===== config.mk =====
export PLATFORM = sky130hd
export DESIGN_NAME = mpu_req_arbiter
export DESIGN_NICKNAME = d
export VERILOG_FILES = /design/src/rtl/mpu_req_arbiter_pkg.sv /design/src/rtl/mpu_req_arbiter_rr_arbiter.sv /design/src/rtl/mpu_req_arbiter.sv
export SDC_FILE = /design/constraint.sdc
export NUM_CORES = 1
export LEC_CHECK = 0
export ABC_AREA = 1
export ABC_CLOCK_PERIOD_IN_PS = 8300
export CELL_PAD_IN_SITES_DETAIL_PLACEMENT = 0
export CELL_PAD_IN_SITES_GLOBAL_PLACEMENT = 2
export CORE_ASPECT_RATIO = 1.75
export CORE_UTILIZATION = 22
export DETAILED_ROUTE_END_ITERATION = 7
export GPL_TIMING_DRIVEN = 0
export PLACE_DENSITY_LB_ADDON = 0.1
export SLEW_MARGIN = 20
export SYNTH_ARGS = -nofsm -noshare
export SYNTH_HDL_FRONTEND = slang
export SYNTH_SLANG_ARGS = --single-unit

===== constraint.sdc =====
create_clock -name clk -period 8.3 [get_ports clk]
set_input_delay 2.075 -clock clk [delete_from_list [all_inputs] [get_ports clk]]
set_output_delay 2.075 -clock clk [all_outputs]
set_load 0.01 [all_outputs]

===== src/rtl/mpu_req_arbiter_pkg.sv =====
// Shared sizing, FSM state encoding and the latched request record for the
// MPU request arbiter.
package mpu_req_arbiter_pkg;

    localparam int CORE_COUNT              = 4;
    localparam int CORE_ID_WIDTH           = $clog2(CORE_COUNT);
    localparam int BLOCK_COUNT_BITS        = 8;
    localparam int ADDR_WIDTH              = 32;
    localparam int DEFAULT_TIMEOUT_CYCLES  = 256;

    typedef enum logic [1:0] {
        ST_IDLE,
        ST_ISSUE,
        ST_WAIT,
        ST_RESP
    } arb_state_t;

    typedef struct packed {
        logic                        fr;
        logic [BLOCK_COUNT_BITS-1:0] num_blocks;
        logic [ADDR_WIDTH-1:0]       addr;
        logic [CORE_COUNT-1:0]       read_mask;
        logic [CORE_COUNT-1:0]       write_mask;
    } mpu_req_t;

endpackage


===== src/rtl/mpu_req_arbiter_rr_arbiter.sv =====
// Combinational round-robin picker: first set request bit at or after ptr_i,
// wrapping modulo CORE_COUNT.
module mpu_req_arbiter_rr_arbiter
    import mpu_req_arbiter_pkg::*;
(
    input  logic [CORE_COUNT-1:0]    req_i,
    input  logic [CORE_ID_WIDTH-1:0] ptr_i,
    output logic [CORE_COUNT-1:0]    grant_o,
    output logic [CORE_ID_WIDTH-1:0] grant_idx_o
);

    logic [CORE_ID_WIDTH:0]   sum;
    logic [CORE_ID_WIDTH-1:0] idx;
    logic                     found;

    always_comb begin
        // NOTE: every always_comb output gets a default first so no path can infer a latch.
        grant_o     = '0;
        grant_idx_o = '0;
        found       = 1'b0;
        sum         = '0;
        idx         = '0;
        for (int k = 0; k < CORE_COUNT; k++) begin
            sum = {1'b0, ptr_i} + (CORE_ID_WIDTH+1)'(k);
            if (sum >= (CORE_ID_WIDTH+1)'(CORE_COUNT)) begin
                sum = sum - (CORE_ID_WIDTH+1)'(CORE_COUNT);
            end
            idx = sum[CORE_ID_WIDTH-1:0];
            if (!found && req_i[idx]) begin
                found        = 1'b1;
                grant_o[idx] = 1'b1;
                grant_idx_o  = idx;
            end
        end
    end

endmodule


===== src/rtl/mpu_req_arbiter.sv =====
// Round-robin initiator that serialises per-core malloc/free requests into the
// MPU and returns base_addr or a timeout to the requesting core.
module mpu_req_arbiter
    import mpu_req_arbiter_pkg::*;
#(
    parameter int TIMEOUT_CYCLES = DEFAULT_TIMEOUT_CYCLES
) (
    input  logic                                   clk,
    input  logic                                   rst,
    input  logic [CORE_COUNT-1:0]                  req_valid,
    output logic [CORE_COUNT-1:0]                  req_ready,
    input  logic [CORE_COUNT-1:0]                  req_fr,
    input  logic [CORE_COUNT*BLOCK_COUNT_BITS-1:0] req_num_blocks,
    input  logic [CORE_COUNT*ADDR_WIDTH-1:0]       req_addr,
    input  logic [CORE_COUNT*CORE_COUNT-1:0]       req_read_mask,
    input  logic [CORE_COUNT*CORE_COUNT-1:0]       req_write_mask,
    output logic [CORE_COUNT-1:0]                  resp_valid,
    output logic [ADDR_WIDTH-1:0]                  resp_base_addr,
    output logic                                   resp_timeout,
    output logic                                   mpu_start,
    output logic [CORE_ID_WIDTH-1:0]               mpu_core_id,
    output logic                                   mpu_fr,
    output logic [BLOCK_COUNT_BITS-1:0]            mpu_num_blocks,
    output logic [ADDR_WIDTH-1:0]                  mpu_addr,
    output logic [CORE_COUNT-1:0]                  mpu_read_mask,
    output logic [CORE_COUNT-1:0]                  mpu_write_mask,
    input  logic                                   mpu_rdy,
    input  logic                                   mpu_bsy,
    input  logic [ADDR_WIDTH-1:0]                  mpu_base_addr
);

    localparam int CNT_W = $clog2(TIMEOUT_CYCLES);
    localparam logic [CNT_W-1:0] WAIT_LIMIT = CNT_W'(TIMEOUT_CYCLES - 1);

    arb_state_t               state_q;
    logic [CORE_ID_WIDTH-1:0] rr_ptr_q;
    logic [CORE_ID_WIDTH-1:0] rr_ptr_d;
    logic [CNT_W-1:0]         wait_cnt_q;
    logic [CORE_ID_WIDTH-1:0] core_id_q;
    mpu_req_t                 req_q;
    logic [ADDR_WIDTH-1:0]    resp_base_q;
    logic                     resp_timeout_q;

    logic [CORE_COUNT-1:0]    grant;
    logic [CORE_ID_WIDTH-1:0] grant_idx;
    mpu_req_t                 cand [CORE_COUNT];

    for (genvar i = 0; i < CORE_COUNT; i++) begin : g_cand
        assign cand[i] = '{
            fr:         req_fr[i],
            num_blocks: req_num_blocks[i*BLOCK_COUNT_BITS +: BLOCK_COUNT_BITS],
            addr:       req_addr[i*ADDR_WIDTH +: ADDR_WIDTH],
            read_mask:  req_read_mask[i*CORE_COUNT +: CORE_COUNT],
            write_mask: req_write_mask[i*CORE_COUNT +: CORE_COUNT]
        };
    end

    mpu_req_arbiter_rr_arbiter u_rr (
        .req_i       (req_valid),
        .ptr_i       (rr_ptr_q),
        .grant_o     (grant),
        .grant_idx_o (grant_idx)
    );

    // Pointer moves just past the core that was served, so it becomes lowest priority.
    assign rr_ptr_d = (core_id_q == CORE_ID_WIDTH'(CORE_COUNT - 1)) ? '0
                                                                     : core_id_q + CORE_ID_WIDTH'(1);

    always_ff @(posedge clk or posedge rst) begin
        if (rst) begin
            // NOTE: the request latch is reset too; it drives mpu_* outputs that must read 0 after reset.
            state_q        <= ST_IDLE;
            rr_ptr_q       <= '0;
            wait_cnt_q     <= '0;
            core_id_q      <= '0;
            req_q          <= '0;
            resp_base_q    <= '0;
            resp_timeout_q <= 1'b0;
        end else begin
            // NOTE: sequential state uses non-blocking assignments only, so all registers update together.
            case (state_q)
                ST_IDLE: begin
                    if (|req_valid && !mpu_bsy) begin
                        req_q     <= cand[grant_idx];
                        core_id_q <= grant_idx;
                        state_q   <= ST_ISSUE;
                    end
                end
                ST_ISSUE: begin
                    wait_cnt_q <= '0;
                    state_q    <= ST_WAIT;
                end
                ST_WAIT: begin
                    if (mpu_rdy) begin
                        resp_base_q    <= mpu_base_addr;
                        resp_timeout_q <= 1'b0;
                        state_q        <= ST_RESP;
                    end else if (wait_cnt_q == WAIT_LIMIT) begin
                        resp_base_q    <= '0;
                        resp_timeout_q <= 1'b1;
                        state_q        <= ST_RESP;
                    end else begin
                        wait_cnt_q <= wait_cnt_q + CNT_W'(1);
                    end
                end
                ST_RESP: begin
                    rr_ptr_q <= rr_ptr_d;
                    state_q  <= ST_IDLE;
                end
                default: state_q <= ST_IDLE;
            endcase
        end
    end

    assign req_ready      = (state_q == ST_IDLE && !mpu_bsy) ? grant : '0;
    assign mpu_start      = (state_q == ST_ISSUE);
    assign resp_valid     = (state_q == ST_RESP) ? (CORE_COUNT'(1) << core_id_q) : '0;
    assign resp_base_addr = resp_base_q;
    assign resp_timeout   = resp_timeout_q;
    assign mpu_core_id    = core_id_q;
    assign mpu_fr         = req_q.fr;
    assign mpu_num_blocks = req_q.num_blocks;
    assign mpu_addr       = req_q.addr;
    assign mpu_read_mask  = req_q.read_mask;
    assign mpu_write_mask = req_q.write_mask;

endmodule


== After elaboration in Yosys (flattened, before gate mapping) ==
Index checks and enable logic that the tools add are counted.

* Add/sub/neg operators: 9
* Order comparisons: 13
* Equality and inequality tests: 9
* Shift operators: 1
* Multiplexer cells: 48
* Bitwise operators: 4
* Reduce and logical (&&, ||, !) cells: 21

{| class="wikitable"
|+ Operator list
! operator !! number
|-
| 49-bit binary-select mux with 2-bit select || 1
|-
| 49-bit 2-to-1 mux || 2
|-
| 32-bit 2-to-1 mux || 2
|-
| 2-bit 2-to-1 mux || 12
|-
| 4-bit 2-to-1 mux || 6
|-
| 8-bit 2-to-1 mux || 2
|-
| 8-bit one-hot mux with 2 select lines || 1
|-
| 1-bit 2-to-1 mux || 13
|-
| 3-bit greater-or-equal comparator, second input constant || 4
|-
| 2-bit by 3-bit less-than comparator with 1-bit output, second input constant || 4
|-
| 4-bit bitwise OR || 3
|-
| 1-bit logical AND || 9
|-
| 8-bit by 1-bit adder with 8-bit output, second input constant || 1
|-
| 1-bit binary-select mux with 2-bit select || 4
|-
| 1-bit demux with 2-bit select || 4
|-
| 8-bit equality test, second input constant || 1
|-
| 2-bit by 1-bit greater-or-equal comparator with 1-bit output, second input constant || 4
|-
| 2-bit one-hot mux with 4 select lines || 1
|-
| 2-bit by 1-bit subtractor with 2-bit output, second input constant || 4
|-
| 2-bit by 2-bit adder with 3-bit output, second input constant || 2
|-
| 2-bit equality test, second input constant || 3
|-
| 2-bit inequality test, second input constant || 3
|-
| 2-bit AND reduction || 3
|-
| 1-bit zero test || 4
|-
| other kinds (11) || 12
|}

* Flip-flop bits (word level): 96
* Input bits: 236
* Output and inout port bits: 93
* Word-level logic and storage cells: 116

== Longest topological paths before layout ==
* Depth after elaboration: 18
* Depth in mapped cells: 17
* Mapped depth without buffers: 15

== Cells and area by module ==
A second synthesis with hierarchy kept.

* Cells, all modules: 842
* Area total of the unflattened synthesis: 5957.0 µm²

{| class="wikitable"
|+ By module, submodules not included
! module !! instances !! cells an instance !! area an instance (µm²) !! sequential area each (µm²)
|-
| mpu_req_arbiter || 1 || 760 || 5441.5 || 2402.3
|-
| mpu_req_arbiter_rr_arbiter || 1 || 82 || 515.5 || 0.0
|}

== Worst setup path after synthesis ==
Ideal clock, no wire load.

* Kind: in2out
* Start: input req_valid[3]
* End: output req_ready[3]
* Data arrival time: 3.041 ns
* Required time: 6.225 ns
* Slack: 3.184 ns
* Stages: 11
* Buffers on the path: 0
* Cells stage by stage: inv_1 nand2_1 nand3_1 nand2_4 nor2_4 nand2_1 o21ai_0 a21oi_1 o21ai_0 nand2_1 inv_1

* Word-level cells in the longest chain between the ends: 13
* Elaborated cells between the ends (all ways): 25
* Classes of those cells: 16 x mux; 3 x bitwise; 6 x reduce/logical

{| class="wikitable"
|+ RTL lines
! what !! line !! RTL
|-
| start, declared || mpu_req_arbiter.sv:10 || <nowiki>input logic [CORE_COUNT-1:0] req_valid,</nowiki>
|-
| 1-bit binary-select mux with 2-bit select || mpu_req_arbiter_rr_arbiter.sv:29 || <nowiki>if (!found && req_i[idx]) begin</nowiki>
|-
| 1-bit 2-to-1 mux (implied by the code) || mpu_req_arbiter_rr_arbiter.sv:29 ||
|-
| 1-bit 2-to-1 mux || mpu_req_arbiter_rr_arbiter.sv:29 ||
|-
| 1-bit zero test || mpu_req_arbiter_rr_arbiter.sv:29 ||
|-
| 1-bit logical AND || mpu_req_arbiter_rr_arbiter.sv:29 ||
|-
| 1-bit 2-to-1 mux || mpu_req_arbiter_rr_arbiter.sv:29 ||
|-
| 1-bit zero test || mpu_req_arbiter_rr_arbiter.sv:29 ||
|-
| 1-bit logical AND || mpu_req_arbiter_rr_arbiter.sv:29 ||
|-
| 1-bit 2-to-1 mux || mpu_req_arbiter_rr_arbiter.sv:29 ||
|-
| 1-bit zero test || mpu_req_arbiter_rr_arbiter.sv:29 ||
|-
| 1-bit logical AND || mpu_req_arbiter_rr_arbiter.sv:29 ||
|-
| 4-bit 2-to-1 mux (*) || mpu_req_arbiter_rr_arbiter.sv:29 ||
|-
| 4-bit 2-to-1 mux (*) || mpu_req_arbiter.sv:115 || <nowiki>assign req_ready = (state_q == ST_IDLE && !mpu_bsy) ? grant : '0;</nowiki>
|-
| end, declared || mpu_req_arbiter.sv:11 || <nowiki>output logic [CORE_COUNT-1:0] req_ready,</nowiki>
|}

Every way passes the cells marked *; elsewhere a longest branch is shown, timed or not. The select of a mux whose other input is x is not followed.

== Worst setup path after layout ==
* Start: input req_valid[2]
* End: output req_ready[3]

Same word-level chain as after synthesis.

==> flow_metrics.env <==
export IMPL_first_pass_iters=4
export IMPL_core_area_mm2=0.0294
export IMPL_max_stage_delay_ns=0.53
export IMPL_fillers=3268
export IMPL_multi_input_area_mm2=0.00329
export IMPL_fp_dieH_um=231
export IMPL_max_freq_mhz=158
export IMPL_relSlewSlack_pct=48.1
export IMPL_setup_ws_ns=1.96
export IMPL_hold_viol_final=0
export IMPL_p_per_area_mw_per_mm2=395
export IMPL_final_layout_size_suffix_gt1_share_pct=4.63
export IMPL_gp_congestion=0.767
export IMPL_synth_top_cell_by_area="dfrtp_1"
export IMPL_fin_nets=1630
export IMPL_rows=83
export IMPL_wire_per_inst_um=16.6
export IMPL_cts_buffer_depth=2
export IMPL_crit_family="buffers and inverters"
export IMPL_grt_max_degree=52
export IMPL_cpMaxStageDelayCell="clkdlybuf4s50_1"
export IMPL_cts_sinks=96
export IMPL_synth_seq_area_share_pct=36.5
export IMPL_min_period_ns=6.34
export IMPL_postPlaceCellArea_mm2=0.0104
export IMPL_grt_util_all_layers_pct=19.5
export IMPL_place_ws_ns=1.98
export IMPL_instances_no_fill=1766
export IMPL_area_delta_synth_final_pct=62.1
export IMPL_yosys_area_top_type_share_pct=36.5
export IMPL_synth_fp_nets=1291
export IMPL_die_area_mm2=0.0307
export IMPL_finalCritPeriodShare_pct=76.4
export IMPL_initial_core_util_pct=22.4
export IMPL_ys_warn_count=0
export IMPL_die_w_um=133
export IMPL_remaining_drc_errors=0
export IMPL_ys_ff_latch=96
export IMPL_cts_clk_slew_worst_paths_ns=0.08
export IMPL_worst_pin_slew_ns=0.773
export IMPL_p_leak_nw=5.52
export IMPL_hp_start="resp_base_addr[13]"
export IMPL_r2r_start="rr_ptr_q[1]"
export IMPL_mostFrequentLayoutCell="nand2_1"
export IMPL_synthTopCellsByArea="dfrtp_1 (36%), nand2_1 (26%), nand3_1 (14%)"
export IMPL_finalSetupViolCount=0
export IMPL_first_iter_violations=237
export IMPL_clock_latency_ns=0.38
export IMPL_synth_lib_cells_used_distinct=33
export IMPL_crit_chain="clkdlybuf4s50_1, inv_1, nand2_1, nand3_1, nand2_4, nor2_4, nand2_1, o21ai_0, a21oi_1, o21ai_0, nand2_1, inv_1, clkdlybuf4s50_1"
export IMPL_io_pin_count=329
export IMPL_cts_setup_buffers=0
export IMPL_status="finished, final reports clean"
export IMPL_dp_cells=1748
export IMPL_cts_buffers=9
export IMPL_top_usage_layer="met2"
export IMPL_port_buffers=327
export IMPL_htreeDepth=3
export IMPL_crit_path_end_kind="output port"
export IMPL_seqCellArea_mm2=0.00240
export IMPL_cts_tree="done"
export IMPL_grtUsageMet3_pct=3.82
export IMPL_grt_pass1_vias=7916
export IMPL_crit_buf_inv=4
export IMPL_hold_path_class="reg2reg"
export IMPL_antenna_found_initial=3
export IMPL_overflow=0
export IMPL_use_met2_pct=38.6
export IMPL_setup_worst_path_start="req_valid[2]"
export IMPL_postRouteAntennaNets=0
export IMPL_clock_skew_ns=0.0136
export IMPL_cts_root_buffer="clkbuf_16"
export IMPL_finalPower_mw=4.22
export IMPL_slew_violations=0
export IMPL_dp_hpwl_um=23100
export IMPL_routed_via_count=7548
export IMPL_grt_pass1_wl_um=45100
export IMPL_path_common_cell="nand2_1"
export IMPL_avgSynthCellArea_um2=6.35
export IMPL_worstPathRequired_ns=6.23
export IMPL_finalSetupTns_ns=0
export IMPL_syn_inst=1038
export IMPL_fin_area_mm2=0.0107
export IMPL_criticalPathCategory="in2out"
export IMPL_vias_per_cell=4.27
export IMPL_synth_area_mm2=0.00659
export IMPL_cp_start_kind="primary input"
export IMPL_max_vdd_ir_drop_v=0.000137
export IMPL_cts_resized=0
export IMPL_worstPathMaxFanout=7
export IMPL_rsz0062_at_grt="false"
export IMPL_layout_common_cells="nand2_1 (454), clkdlybuf4s50_1 (327), nand3_1 (186)"
export IMPL_met1_usage_pct=19.8
export IMPL_max_cap_violations=0
export IMPL_worstPathArrival_ns=4.27
export IMPL_wirelength_um=29300
export IMPL_hold_buffers=0
==> logic make-up (layout without fill, tap and decap cells) <==
| kind of cell | Yosys count | count (layout) | synth area share (%) |
|---|---|---|---|
| buf+inv | 218 | 562 | 13.7 |
| compound gates | 29 | 29 | 2.60 |
| flops | 96 | 96 | 36.5 |
| other cells | 0 | 2 | 0 |
| xor+xnor | 3 | 3 | 0.399 |
| simple gates | 675 | 675 | 43.6 |
| fa+ha+maj | 17 | 17 | 3.23 |
==> final timing paths <==
check                                     endpoint  cells after the start  slack (ns)
worst max-delay path                  req_ready[3]                     13        1.96
worst min-delay path            resp_base_addr[13]                      2        0.47
worst max register to register    mpu_read_mask[3]                     15        5.38
worst min register to register  resp_base_addr[13]                      2        0.47
max in group asynchronous            wait_cnt_q[7]                      3        5.52
min in group asynchronous       resp_base_addr[17]                      2        2.11
==> cell usage after synthesis <==
library cell  count
a21oi_1           4
a22oi_1           2
a31oi_1           3
a41o_1            1
a41oi_1           1
buf_2            15
buf_4            11
buf_6             2
clkbuf_1         25
clkinv_1          1
dfrtp_1          96
ha_1             17
inv_1           159
inv_2             3
inv_4             1
inv_6             1
nand2_1         454
nand2_2           6
nand2_4           3
nand3_1         186
nand4_1           5
nand4_4           1
nor2_1           10
nor2_2            1
nor2_4            2
nor2_8            1
nor3_1            5
nor4_1            1
o21ai_0          13
o21ai_1           2
o221ai_1          1
o31ai_1           2
xor2_1            3
==> where the power goes <==
| group | total [mW] | switching, mW | internal (mW) |
|---|---|---|---|
| registers | 0.798 | 0.126 | 0.673 |
| clock network | 0.455 | 0.217 | 0.239 |
| logic | 2.97 | 1.82 | 1.15 |
==> area by class of cell <==
class	count	share of cell area (%)
Timing Repair Buffer	328	30.9
Multi-Input combinational cell	724	30.8
Sequential cell	96	22.5
Inverter	165	5.92
Tap cell	382	4.48
Buffer	53	2.57
Clock buffer	10	2.14
Clock inverter	6	0.679
Antenna cell	2	0.0469
==> metal layers <==
layer | up-vias | routed length [µm]
met5 | - | 13
li1 | 3854 | -
met4 | 2 | 625
met2 | 201 | 16600
met3 | 28 | 1410
met1 | 3463 | 10700
==> worst register-to-register path: stages, from the launching register on <==
cell and delay (ns):
dfrtp_1 0.49, inv_1 0.22, ha_1 0.40, inv_1 0.10, nand3_1 0.09, nand2_2 0.13, inv_2 0.06, nor2_4 0.19
nand4_4 0.26, nand2_4 0.27, buf_2 0.28, nand2_1 0.11, nand3_1 0.08, nand2_1 0.05, nand2_1 0.05, nand2_1 0.05
==> metrics by stage <==
| step | utilization (%) | hold WS [ns] |
|---|---|---|
| after floorplan | - | 0.492 |
| after global placement | 35.2 | 0.453 |
| after detailed placement | 35.3 | 0.458 |
| after CTS | 36.3 | 0.478 |
| after global routing | 36.3 | 0.500 |
| final | 36.3 | 0.475 |
==> registers in the layout, indices dropped and copies added, names as in the netlist <==
signal          count
mpu_addr           32
mpu_core_id         2
mpu_fr              1
mpu_num_blocks      8
mpu_read_mask       4
mpu_write_mask      4
resp_base_addr     32
resp_timeout        1
rr_ptr_q            2
state_q             2
wait_cnt_q          8
No activity file was read; power rests on OpenSTA's default activity.
